### src/rtl/dec_pkg.sv
// Shared definitions for the sequential one-hot operation decoder.
//   - FSM state encoding (idle, direct hold, scan)
//   - request mode constants
//   - ALU operation indices at the default 2-bit selector width
package dec_pkg;

    typedef enum logic [1:0] {
        ST_IDLE = 2'd0,
        ST_HOLD = 2'd1,
        ST_SCAN = 2'd2
    } dec_state_t;

    localparam logic MODE_DIRECT = 1'b0;
    localparam logic MODE_SCAN   = 1'b1;

    localparam int unsigned OP_AND  = 0;
    localparam int unsigned OP_OR   = 1;
    localparam int unsigned OP_NAND = 2;
    localparam int unsigned OP_XOR  = 3;

endpackage

### src/rtl/dec_onehot.sv
// Combinational index to one-hot converter.
//   index  : binary line index (SEL_W bits)
//   onehot : 2**SEL_W lines, exactly one bit set
module dec_onehot #(
    parameter int unsigned SEL_W = 2
) (
    input  logic [SEL_W-1:0]      index,
    output logic [(1<<SEL_W)-1:0] onehot
);

    always_comb begin
        onehot        = '0;
        onehot[index] = 1'b1;
    end

endmodule

### src/rtl/decodificador_secuencial.sv
// Registered one-hot operation decoder with valid/ready handshake and a
// programmable hold time per line.
//   clk, reset    : rising-edge clock, asynchronous active-high reset
//   dec_enable    : block enable; low aborts any operation
//   dec_mode      : 0 = drive one line, 1 = scan all lines (captured at accept)
//   dec_valid     : request strobe
//   dec_selector  : target / start index (captured at accept)
//   dec_ready     : idle and enabled
//   dec_out       : registered one-hot or zero
//   dec_index     : index currently driven on dec_out
//   dec_busy      : high while a line is being driven
//   dec_done      : one-cycle pulse after normal completion
module decodificador_secuencial
    import dec_pkg::*;
#(
    parameter int unsigned SEL_W       = 2,
    parameter int unsigned HOLD_CYCLES = 1,
    localparam int unsigned OUT_W      = 1 << SEL_W,
    localparam int unsigned CNT_W      = $clog2(HOLD_CYCLES + 1)
) (
    input  logic             clk,
    input  logic             reset,
    input  logic             dec_enable,
    input  logic             dec_mode,
    input  logic             dec_valid,
    input  logic [SEL_W-1:0] dec_selector,
    output logic             dec_ready,
    output logic [OUT_W-1:0] dec_out,
    output logic [SEL_W-1:0] dec_index,
    output logic             dec_busy,
    output logic             dec_done
);

    localparam logic [CNT_W-1:0] CNT_RELOAD = CNT_W'(HOLD_CYCLES - 1);
    localparam logic [SEL_W-1:0] LAST_LINE  = SEL_W'(OUT_W - 1);

    dec_state_t       state_q, state_d;
    logic [SEL_W-1:0] idx_q, idx_d;
    logic [SEL_W-1:0] served_q, served_d;  // lines completed so far in a scan
    logic [CNT_W-1:0] cnt_q, cnt_d;
    logic [OUT_W-1:0] out_q, out_d;
    logic             busy_q, busy_d;
    logic             done_q, done_d;
    logic             load_line;
    logic             clear_line;
    logic [OUT_W-1:0] next_onehot;

    assign dec_ready = (state_q == ST_IDLE) && dec_enable;
    assign dec_out   = out_q;
    assign dec_index = idx_q;
    assign dec_busy  = busy_q;
    assign dec_done  = done_q;

    dec_onehot #(
        .SEL_W (SEL_W)
    ) u_onehot (
        .index  (idx_d),
        .onehot (next_onehot)
    );

    always_comb begin
        state_d    = state_q;
        idx_d      = idx_q;
        served_d   = served_q;
        cnt_d      = cnt_q;
        busy_d     = busy_q;
        done_d     = 1'b0;
        load_line  = 1'b0;
        clear_line = 1'b0;

        if (!dec_enable) begin
            // Abort: silent return to idle, no completion pulse.
            state_d    = ST_IDLE;
            busy_d     = 1'b0;
            clear_line = 1'b1;
        end else begin
            unique case (state_q)
                ST_IDLE: begin
                    if (dec_valid) begin
                        idx_d     = dec_selector;
                        served_d  = '0;
                        cnt_d     = CNT_RELOAD;
                        busy_d    = 1'b1;
                        load_line = 1'b1;
                        state_d   = (dec_mode == MODE_SCAN) ? ST_SCAN : ST_HOLD;
                    end
                end
                ST_HOLD: begin
                    if (cnt_q != '0) begin
                        cnt_d = cnt_q - CNT_W'(1);
                    end else begin
                        clear_line = 1'b1;
                        busy_d     = 1'b0;
                        done_d     = 1'b1;
                        state_d    = ST_IDLE;
                    end
                end
                ST_SCAN: begin
                    if (cnt_q != '0) begin
                        cnt_d = cnt_q - CNT_W'(1);
                    end else if (served_q == LAST_LINE) begin
                        clear_line = 1'b1;
                        busy_d     = 1'b0;
                        done_d     = 1'b1;
                        state_d    = ST_IDLE;
                    end else begin
                        // Natural SEL_W-bit overflow gives the wrap to line 0.
                        idx_d     = idx_q + SEL_W'(1);
                        served_d  = served_q + SEL_W'(1);
                        cnt_d     = CNT_RELOAD;
                        load_line = 1'b1;
                    end
                end
                default: begin
                    state_d    = ST_IDLE;
                    busy_d     = 1'b0;
                    clear_line = 1'b1;
                end
            endcase
        end
    end

    always_comb begin
        out_d = out_q;
        if (clear_line) begin
            out_d = '0;
        end else if (load_line) begin
            out_d = next_onehot;
        end
    end

    always_ff @(posedge clk or posedge reset) begin
        if (reset) begin
            state_q  <= ST_IDLE;
            idx_q    <= '0;
            served_q <= '0;
            cnt_q    <= '0;
            out_q    <= '0;
            busy_q   <= 1'b0;
            done_q   <= 1'b0;
        end else begin
            state_q  <= state_d;
            idx_q    <= idx_d;
            served_q <= served_d;
            cnt_q    <= cnt_d;
            out_q    <= out_d;
            busy_q   <= busy_d;
            done_q   <= done_d;
        end
    end

endmodule

### config.mk
export PLATFORM = sky130hd
export DESIGN_NAME = decodificador_secuencial
export DESIGN_NICKNAME = d
export VERILOG_FILES = /design/src/rtl/dec_pkg.sv /design/src/rtl/dec_onehot.sv /design/src/rtl/decodificador_secuencial.sv
export SDC_FILE = /design/constraint.sdc
export NUM_CORES = 1
export LEC_CHECK = 0
export ABC_AREA = 1
export ABC_CLOCK_PERIOD_IN_PS = 2000
export BUFFER_PORTS_ARGS = -buffer_cell sky130_fd_sc_hd__buf_2
export CORE_MARGIN = 3
export CORE_UTILIZATION = 45
export DETAILED_ROUTE_END_ITERATION = 10
export PLACE_DENSITY = 0.77
export SLEW_MARGIN = 20
export SYNTH_ARGS = -nofsm -noshare
export SYNTH_HDL_FRONTEND = slang
export SYNTH_HIERARCHICAL = 1
export SYNTH_SLANG_ARGS = --single-unit
### constraint.sdc
create_clock -name clk -period 2 [get_ports clk]
set_clock_uncertainty 0.1 [all_clocks]
set_input_delay 0.2 -clock clk [delete_from_list [all_inputs] [get_ports clk]]
set_output_delay 0.2 -clock clk [all_outputs]
set_load 0.01 [all_outputs]
==> summary.md, run 1 <==
## Run status
* result of the run: finished, final reports clean

## Synth
* gate count after technology mapping: 112
* Syn Std Cell Area: 773 um^2
* Ys Warns: 6
* number of distinct library cells after synthesis: 11
* flip-flop and latch count after synthesis: 12
* portion of the post-synthesis area used by sequential elements: 38.8%
* Area contributors post-synth: dfrtp_1 39%, nand2_1 17%, ha_1 11%
* fraction of synthesized cell area taken by the top area cell type: 38.8%
* nets in the synthesized netlist: 126
* Post-Synthesis Mean Instance Area: 6.90 um^2
* cell type with the largest total area after synthesis: dfrtp_1

## Timing
* final hold slack: 0.0191 ns
* setup slack of the critical path after layout: 0.214 ns
* Hold Violations, Final: 0
* worst relative slew slack: 68.9%
* post-route clock period utilization: 89.3%
* clock period minus final worst setup slack: 1.79 ns
* Pins Over Slew Limit: 0
* final setup fails: 0
* maximum frequency from static timing analysis: 0.560 GHz
* Worst-Margin Slew: 0.467 ns

## Global route
* global-route wire length before repair: 2.40 mm
* maximum number of pins on one net before global-route repair: 13
* GRT Total Usage: 15.3%
* overflow left after global routing: 0
* number of global-route vias before repair: 589
* antenna violations before repair: 0

## Placed design
* number of port buffers: 15
* pre-CTS setup slack: 0.125 ns
* sum of net half-perimeters after detailed placement: 1.15 mm
* cell area after placement: 883 um^2
* GP Congestion: 0.860

## Power
* P_leak: 0.561 nW
* overall power of the completed layout: 0.902 mW
* Max VDD drop: 483 uV
* total power divided by cell area: 952 nW/um^2

## Job
* Max Cap Violations: 0

## Setup path
* worst setup path start: state_q[1]
* startpoint class of the critical path: flop
* Critical Path Fanout Max: 5
* endpoint of the lowest-slack register-to-register path: dec_out[2]
* WS Path Type: reg2reg
* Worst Path Required: 2.12 ns
* depth of the worst register-to-register path: 13
* Crit Reg-Reg Startpoint: state_q[1]
* arrival time at the worst endpoint: 1.90 ns
* setup slack on the worst flop-to-flop path: 0.21 ns
* element type at the critical path end: flop

## Floorplan
* count of boundary I/O pins: 16
* Die Height: 47.5 um
* Starting Density: 49.6%
* Placeable Area: 1560 um^2
* total die area: 2250 um^2
* floorplan row count: 14
* width of the die: 47.5 um

## Clock tree
* clock buffer depth: 2
* clock-pin slew on the worst setup and hold paths: 0.08 ns
* worst-skew pair later-pin latency: 0.27 ns
* clock root cell: clkbuf_4
* TritonCTS clock tree: built
* maximum level of the CTS H-tree: 1
* number of clock sinks: 12
* number of setup buffers added after CTS: 0
* Inserted Clock Buffers: 3

## Layout
* nets@finish: 149
* Antenna diodes: 0
* post-route cell area: 947 um^2
* area of the multi-input gates: 408 um^2
* final core utilization: 60.8%
* Seq. cell area: 300 um^2
* share of layout cells above drive strength 1: 20.1%
* number of inserted filler cells in the final layout: 138
* synthesis-to-layout area growth: 22.5%

## Drt
* Via density: 4.61
* DRC violation count after routing: 0
* starting DRC count in detailed routing: 10
* number of antenna-violating nets in the routed design: 0
* routed via count: 692
* drt wl/cell: 9.99 um
* total length of routed wires: 1.50 mm
* Initial DRT Pass Iterations: 4

## Min path
* Hold Crit Endpoint: state_q[0]
* Worst Hold Launch: dec_mode
* classification of the worst-slack hold path: in2reg
* hold path depth: 2

-- state kept, by name, summed over array words and instances (netlist names) --
name       count
dec_out        4
dec_index      2
served_q       2
state_q        2
dec_busy       1
dec_done       1
-- stage by stage --
stage          std cells  TNS, ns
3_5_place_dp         145        0
5_1_grt              150  -0.0700
6_report             150        0
3_3_place_gp         145        0
2_1_floorplan        112        0
4_1_cts              150        0
-- where the power goes --
part	leakage, nW	switching (mW)	internal, mW
logic	0.384	0.222	0.148
registers	0.156	0.0428	0.293
clock network	0.0210	0.0850	0.111
total	0.561	0.350	0.552
-- cells by family (layout without fill, tap and decap cells) --
family	count (synthesis)	count (layout)	synth area share, %
flops	12	12	38.8
buf+inv	22	44	10.7
compound gates	10	10	7.93
fa+ha+maj	7	7	11.3
simple gates	61	61	31.2
-- worst max-delay path by stage --
stage,end,slack [ns]
2_1_floorplan,dec_out[2],0.18
3_3_place_gp,dec_out[2],0.18
3_5_place_dp,dec_out[2],0.13
4_1_cts,dec_out[2],0.09
5_1_grt,dec_out[2],-0.04
6_report,dec_out[2],0.21
-- final cells by class --
cell class                      instances  share of cell area, %
Clock buffer                            4                   3.83
Inverter                               22                   8.72
Tap cell                               16                   2.11
Sequential cell                        12                   31.7
Timing Repair Buffer                   18                   10.6
Multi-Input combinational cell         78                   43.1
-- cell usage in the layout, fill, tap and decap left out --
master and count:
a21oi_1 3, and2_1 1, buf_2 15, buf_4 2, clkbuf_4 3, clkbuf_8 1
dfrtp_1 12, dlygate4sd3_1 1, ha_1 6, ha_4 1, inv_1 21, inv_2 1
nand2_1 34, nand2_2 1, nand3_1 6, nor2_1 17, nor2_2 2, o21ai_0 6
o21ai_4 1
-- routing by layer --
metal / track usage [%] / up-vias / routed length [um]
met1: 21.6 / 292 / 765
met5: 0 / - / 0
li1: - / 381 / -
met2: 21.1 / 14 / 641
met3: 3.38 / 5 / 58
met4: 9.39 / 0 / 32
-- cell usage after synthesis --
cell,number
a21oi_1,3
dfrtp_1,12
and2_1,1
nor2_1,19
ha_1,7
inv_1,22
o21ai_4,1
nand2_1,34
o21ai_0,6
nand2_2,1
nand3_1,6
-- worst max-delay path, cell delays in order (launching register included) --
cell	delay (ns)
dfrtp_1	0.42
inv_1	0.12
ha_4	0.18
nor2_1	0.19
nor2_2	0.08
nand2_1	0.08
nor2_1	0.05
nor2_2	0.15
inv_1	0.06
nor2_1	0.08
inv_1	0.04
nand2_1	0.05
nand2_1	0.04
nor2_1	0.08
-- timing repair --
action | in CTS | in global routing
resized for setup | 0 | 5
hold buffers | 1 | 0
endpoints found under the setup margin | 0 | 4
hold endpoints to repair | 12 | 0
(Power assumes the default switching activity.)
==> inputs of run 2 (changes only) <==
--- a/config.mk
+++ b/config.mk
@@ -11,6 +11,7 @@
 export CORE_MARGIN = 3
 export CORE_UTILIZATION = 45
 export DETAILED_ROUTE_END_ITERATION = 10
+export HOLD_SLACK_MARGIN = 0.1
 export PLACE_DENSITY = 0.77
 export SLEW_MARGIN = 20
 export SYNTH_ARGS = -nofsm -noshare
==> run 2 against run 1 <==
  * First-iteration DRC count is the same
  * Via count rose by 1.2%
  * Sequential cell count unchanged
  * Critical endpoint unchanged
==> summary.md, run 2 (synthesis gave the netlist of run 1 again) <==
## Run status
* result of the run: finished, final reports clean

## Power
* overall power of the completed layout: 0.904 mW
* total power divided by cell area: 935 nW/um^2
* Max VDD drop: 482 uV
* P_leak: 0.570 nW

## Setup path
* Worst Path Required: 2.11 ns
* startpoint class of the critical path: flop
* endpoint of the lowest-slack register-to-register path: dec_out[2]
* worst setup path start: state_q[1]
* WS Path Type: reg2reg
* setup slack on the worst flop-to-flop path: 0.20 ns
* arrival time at the worst endpoint: 1.91 ns
* element type at the critical path end: flop
* Critical Path Fanout Max: 5
* Worst setup endpoint: dec_out[2]
* depth of the worst register-to-register path: 13
* Crit Reg-Reg Startpoint: state_q[1]

## Global route
* GRT Total Usage: 15.8%
* overflow left after global routing: 0
* maximum number of pins on one net before global-route repair: 13
* number of global-route vias before repair: 613
* global-route wire length before repair: 2.47 mm
* antenna violations before repair: 0

## Timing
* Worst-Margin Slew: 0.466 ns
* clock period minus final worst setup slack: 1.80 ns
* Hold Violations, Final: 0
* final setup fails: 0
* Pins Over Slew Limit: 0
* maximum frequency from static timing analysis: 0.557 GHz
* worst relative slew slack: 68.9%
* post-route clock period utilization: 89.8%

## Clock tree
* maximum level of the CTS H-tree: 1
* worst-skew pair later-pin latency: 0.27 ns
* clock root cell: clkbuf_4
* clock-pin slew on the worst setup and hold paths: 0.08 ns
* clock buffer depth: 2
* TritonCTS clock tree: built
* Inserted Clock Buffers: 3
* number of clock sinks: 12

## Floorplan
* Placeable Area: 1560 um^2
* total die area: 2250 um^2
* floorplan row count: 14
* Starting Density: 49.6%
* Die Height: 47.5 um
* width of the die: 47.5 um
* count of boundary I/O pins: 16

## Layout
* share of layout cells above drive strength 1: 19.9%
* leading cell type in the layout, fill and taps excluded: nand2_1
* Layout Cells excl Fill: 152
* commonest cells after routing, fill and taps aside: 34 x nand2_1, 21 x inv_1, 17 x nor2_1, 15 x buf_2, 12 x dfrtp_1
* post-route cell area: 967 um^2
* synthesis-to-layout area growth: 25.1%
* Antenna diodes: 0
* nets@finish: 151
* number of inserted filler cells in the final layout: 136
* max FFs per register: 4

## Drt
* Via density: 4.61
* drt wl/cell: 10.2 um
* routed via count: 700
* starting DRC count in detailed routing: 10
* DRC violation count after routing: 0
* total length of routed wires: 1.54 mm
* Initial DRT Pass Iterations: 4
* number of antenna-violating nets in the routed design: 0

## Placed design
* sum of net half-perimeters after detailed placement: 1.15 mm
* cell area after placement: 883 um^2
* number of placed cells counting well taps: 145
* number of port buffers: 15
* GP Congestion: 0.860

## Min path
* classification of the worst-slack hold path: in2reg

## Job
* Max Cap Violations: 0

## run 2: worst min path at each step
stage / from / endpoint / slack [ns] / cells past startpoint
finish: dec_valid / dec_index[0] / 0.29 / 6
global route: dec_valid / dec_out[2] / 0.33 / 5
CTS: dec_valid / dec_index[0] / 0.28 / 6
detailed placement: reset / dec_busy / 0.14 / 2
global placement: reset / dec_busy / 0.13 / 2
floorplan: reset / dec_busy / -0.04 / 1
## run 2: area by class of cell
| type | instances | area, um^2 | area share [%] |
|---|---|---|---|
| multi-input cells | 78 | 408 | 42.2 |
| flip-flops and latches | 12 | 300 | 31.0 |
| repair buffers | 20 | 120 | 12.4 |
| inverters | 22 | 82.6 | 8.54 |
| clock buffers | 4 | 36.3 | 3.75 |
| well taps | 16 | 20.0 | 2.07 |
## run 2: what timing repair did
item	CTS	global route
hold endpoints to repair	14	0
gates resized for setup	0	5
setup endpoints to repair	0	4
hold buffers	3	0
setup buffers	0	0
## run 2: power breakdown
group	switching (mW)	internal [mW]
registers	0.0428	0.293
clock network	0.0843	0.111
logic	0.223	0.150
total	0.350	0.554
## run 2: critical path, stage by stage, from the launching register on
cell,delay (ns)
dfrtp_1,0.42
inv_1,0.12
ha_4,0.18
nor2_1,0.19
nor2_2,0.08
nand2_1,0.08
nor2_1,0.05
nor2_2,0.16
inv_1,0.06
nor2_1,0.08
inv_1,0.04
nand2_1,0.05
nand2_1,0.04
nor2_1,0.08
## run 2: stage by stage
step	hold slack [ns]	setup TNS, ns	util [%]	setup WS [ns]
6_report	0.294	0	62.0	0.204
5_1_grt	0.329	-0.0700	62.0	-0.0363
4_1_cts	0.283	0	60.9	0.0879
2_1_floorplan	-0.0353	0	-	0.182
3_5_place_dp	0.139	0	56.7	0.125
3_3_place_gp	0.131	0	56.7	0.184
## run 2: layer usage
metal,wire [um],track usage [%]
met1,771,21.6
met2,692,22.7
met3,55,3.38
met4,25,9.39
met5,0,0
==> inputs of run 3 (changes only) <==
--- a/config.mk
+++ b/config.mk
@@ -8,11 +8,12 @@
 export ABC_AREA = 1
 export ABC_CLOCK_PERIOD_IN_PS = 2000
 export BUFFER_PORTS_ARGS = -buffer_cell sky130_fd_sc_hd__buf_2
+export CELL_PAD_IN_SITES_DETAIL_PLACEMENT = 1
+export CELL_PAD_IN_SITES_GLOBAL_PLACEMENT = 1
 export CORE_MARGIN = 3
-export CORE_UTILIZATION = 45
+export CORE_UTILIZATION = 36
 export DETAILED_ROUTE_END_ITERATION = 10
-export HOLD_SLACK_MARGIN = 0.1
-export PLACE_DENSITY = 0.77
+export PLACE_DENSITY = 0.84
 export SLEW_MARGIN = 20
 export SYNTH_ARGS = -nofsm -noshare
 export SYNTH_HDL_FRONTEND = slang
==> run 3 against run 2 <==
  * Non-clock buffer count rose by 1
  * Fmax fell by 5.1%
  * Global-route usage fell by 0.43 points
  * Combinational power rose by 13%
  * First-iteration DRC count fell by 80%
  * Sequential share of layout area fell by 0.97 points
  * Largest cell class unchanged
==> summary.md, run 3 (synthesis gave the netlist of run 1 again) <==
## Run status
* result of the run: finished, final reports clean

## Setup path
* element type at the critical path end: flop
* CP max-delay cell: dfrtp_1
* worst-path cell chain: inv_2 -> ha_4 -> nor2_1 -> nor2_2 -> nand2_1 -> nor2_2 -> nor2_2 -> buf_4 -> nor2_1 -> inv_1 -> nand2_1 -> nand2_1 -> nor2_1
* Critical Path Fanout Max: 5
* arrival time at the worst endpoint: 2.00 ns
* WS Path Type: reg2reg
* CP max stage delay: 0.42 ns
* Worst Path Required: 2.11 ns
* Worst path top cell family by delay: simple AND/OR/NAND/NOR gates
* number of buffer and inverter instances along the worst setup path: 3
* startpoint class of the critical path: flop

## Layout
* commonest cells after routing, fill and taps aside: 34 x nand2_1, 20 x inv_1, 16 x nor2_1, 15 x buf_2, 12 x dfrtp_1
* share of layout cells above drive strength 1: 24.1%
* Layout Cells excl Fill: 164
* synthesis-to-layout area growth: 29.1%
* Antenna diodes: 0
* max FFs per register: 4
* nets@finish: 152
* leading cell type in the layout, fill and taps excluded: nand2_1
* final core utilization: 49.9%

## Floorplan
* Placeable Area: 2000 um^2
* count of boundary I/O pins: 16
* Starting Density: 38.6%
* width of the die: 52.3 um
* total die area: 2740 um^2
* Die Height: 52.3 um
* floorplan row count: 16

## Power
* total power divided by cell area: 953 nW/um^2
* Max VDD drop: 509 uV
* P_leak: 0.576 nW
* overall power of the completed layout: 0.952 mW

## Global route
* maximum number of pins on one net before global-route repair: 13
* overflow left after global routing: 0
* global-route wire length before repair: 3.08 mm
* number of global-route vias before repair: 754
* GRT Total Usage: 15.4%
* antenna violations before repair: 0

## Clock tree
* clock buffer depth: 2
* clock root cell: clkbuf_4
* number of clock sinks: 12
* clock-pin slew on the worst setup and hold paths: 0.08 ns
* worst-skew pair later-pin latency: 0.26 ns
* Inserted Clock Buffers: 3
* TritonCTS clock tree: built
* maximum level of the CTS H-tree: 1

## Timing
* Hold Violations, Final: 0
* final hold slack: 0.0746 ns
* Pins Over Slew Limit: 0
* unrepaired setup endpoints after global routing: true
* maximum frequency from static timing analysis: 0.529 GHz
* post-route clock period utilization: 94.6%
* worst relative slew slack: 70.4%
* clock period minus final worst setup slack: 1.89 ns
* final setup fails: 0
* Worst-Margin Slew: 0.443 ns
* setup TNS: 0 ns

## Placed design
* sum of net half-perimeters after detailed placement: 1.52 mm
* number of port buffers: 15
* number of placed cells counting well taps: 156
* GP Congestion: 0.760

## Drt
* DRC violation count after routing: 0
* routed via count: 763
* starting DRC count in detailed routing: 2
* Initial DRT Pass Iterations: 2
* total length of routed wires: 1.98 mm
* Via density: 4.65
* drt wl/cell: 12.1 um
* number of antenna-violating nets in the routed design: 0

## Job
* Max Cap Violations: 0

## Min path
* classification of the worst-slack hold path: in2reg

==> run 3: layer usage <==
layer / vias up / wire length [um] / global-route usage [%] / share of wire (%)
li1: 385 / - / - / -
met4: 0 / 31 / 5.11 / 1.6
met2: 11 / 1040 / 26.7 / 52
met1: 363 / 844 / 18.0 / 43
met3: 4 / 66 / 4.27 / 3.3
met5: - / 0 / 0 / 0
==> run 3: final timing paths <==
path | cells after the start | slack (ns) | start | to
worst min register to register | 2 | 0.40 | dec_busy | dec_busy
min in group asynchronous | 3 | 0.36 | reset | dec_done
worst max-delay path | 13 | 0.11 | state_q[0] | dec_out[1]
worst max register to register | 13 | 0.11 | state_q[0] | dec_out[1]
max in group asynchronous | 3 | 1.13 | reset | served_q[0]
worst min-delay path | 2 | 0.07 | dec_mode | state_q[0]
==> run 3: timing repair <==
action	in CTS	in global routing
buffers inserted	0	3
gates resized for setup	0	9
hold endpoints to repair	12	0
hold buffers	1	0
setup endpoints to repair	0	4
==> run 3: final cells by class <==
class                   instances  area (um^2)
repair buffers                 21          123
multi-input cells              78          423
flip-flops and latches         12          300
clock buffers                   4         36.3
inverters                      22         82.6
fillers                       265         1000
well taps                      27         33.8
==> run 3: power by group <==
| part | leakage [nW] | internal [mW] | switching [mW] |
|---|---|---|---|
| logic | 0.399 | 0.169 | 0.255 |
| clock network | 0.0210 | 0.111 | 0.0805 |
| registers | 0.156 | 0.293 | 0.0438 |
==> run 3: stage by stage <==
stage / cell area (um^2) / setup WS [ns]
after floorplan: 773 / 0.182
after global placement: 897 / 0.164
after detailed placement: 897 / 0.0307
after CTS: 943 / 0.0193
after global routing: 998 / -0.112
final: 998 / 0.108
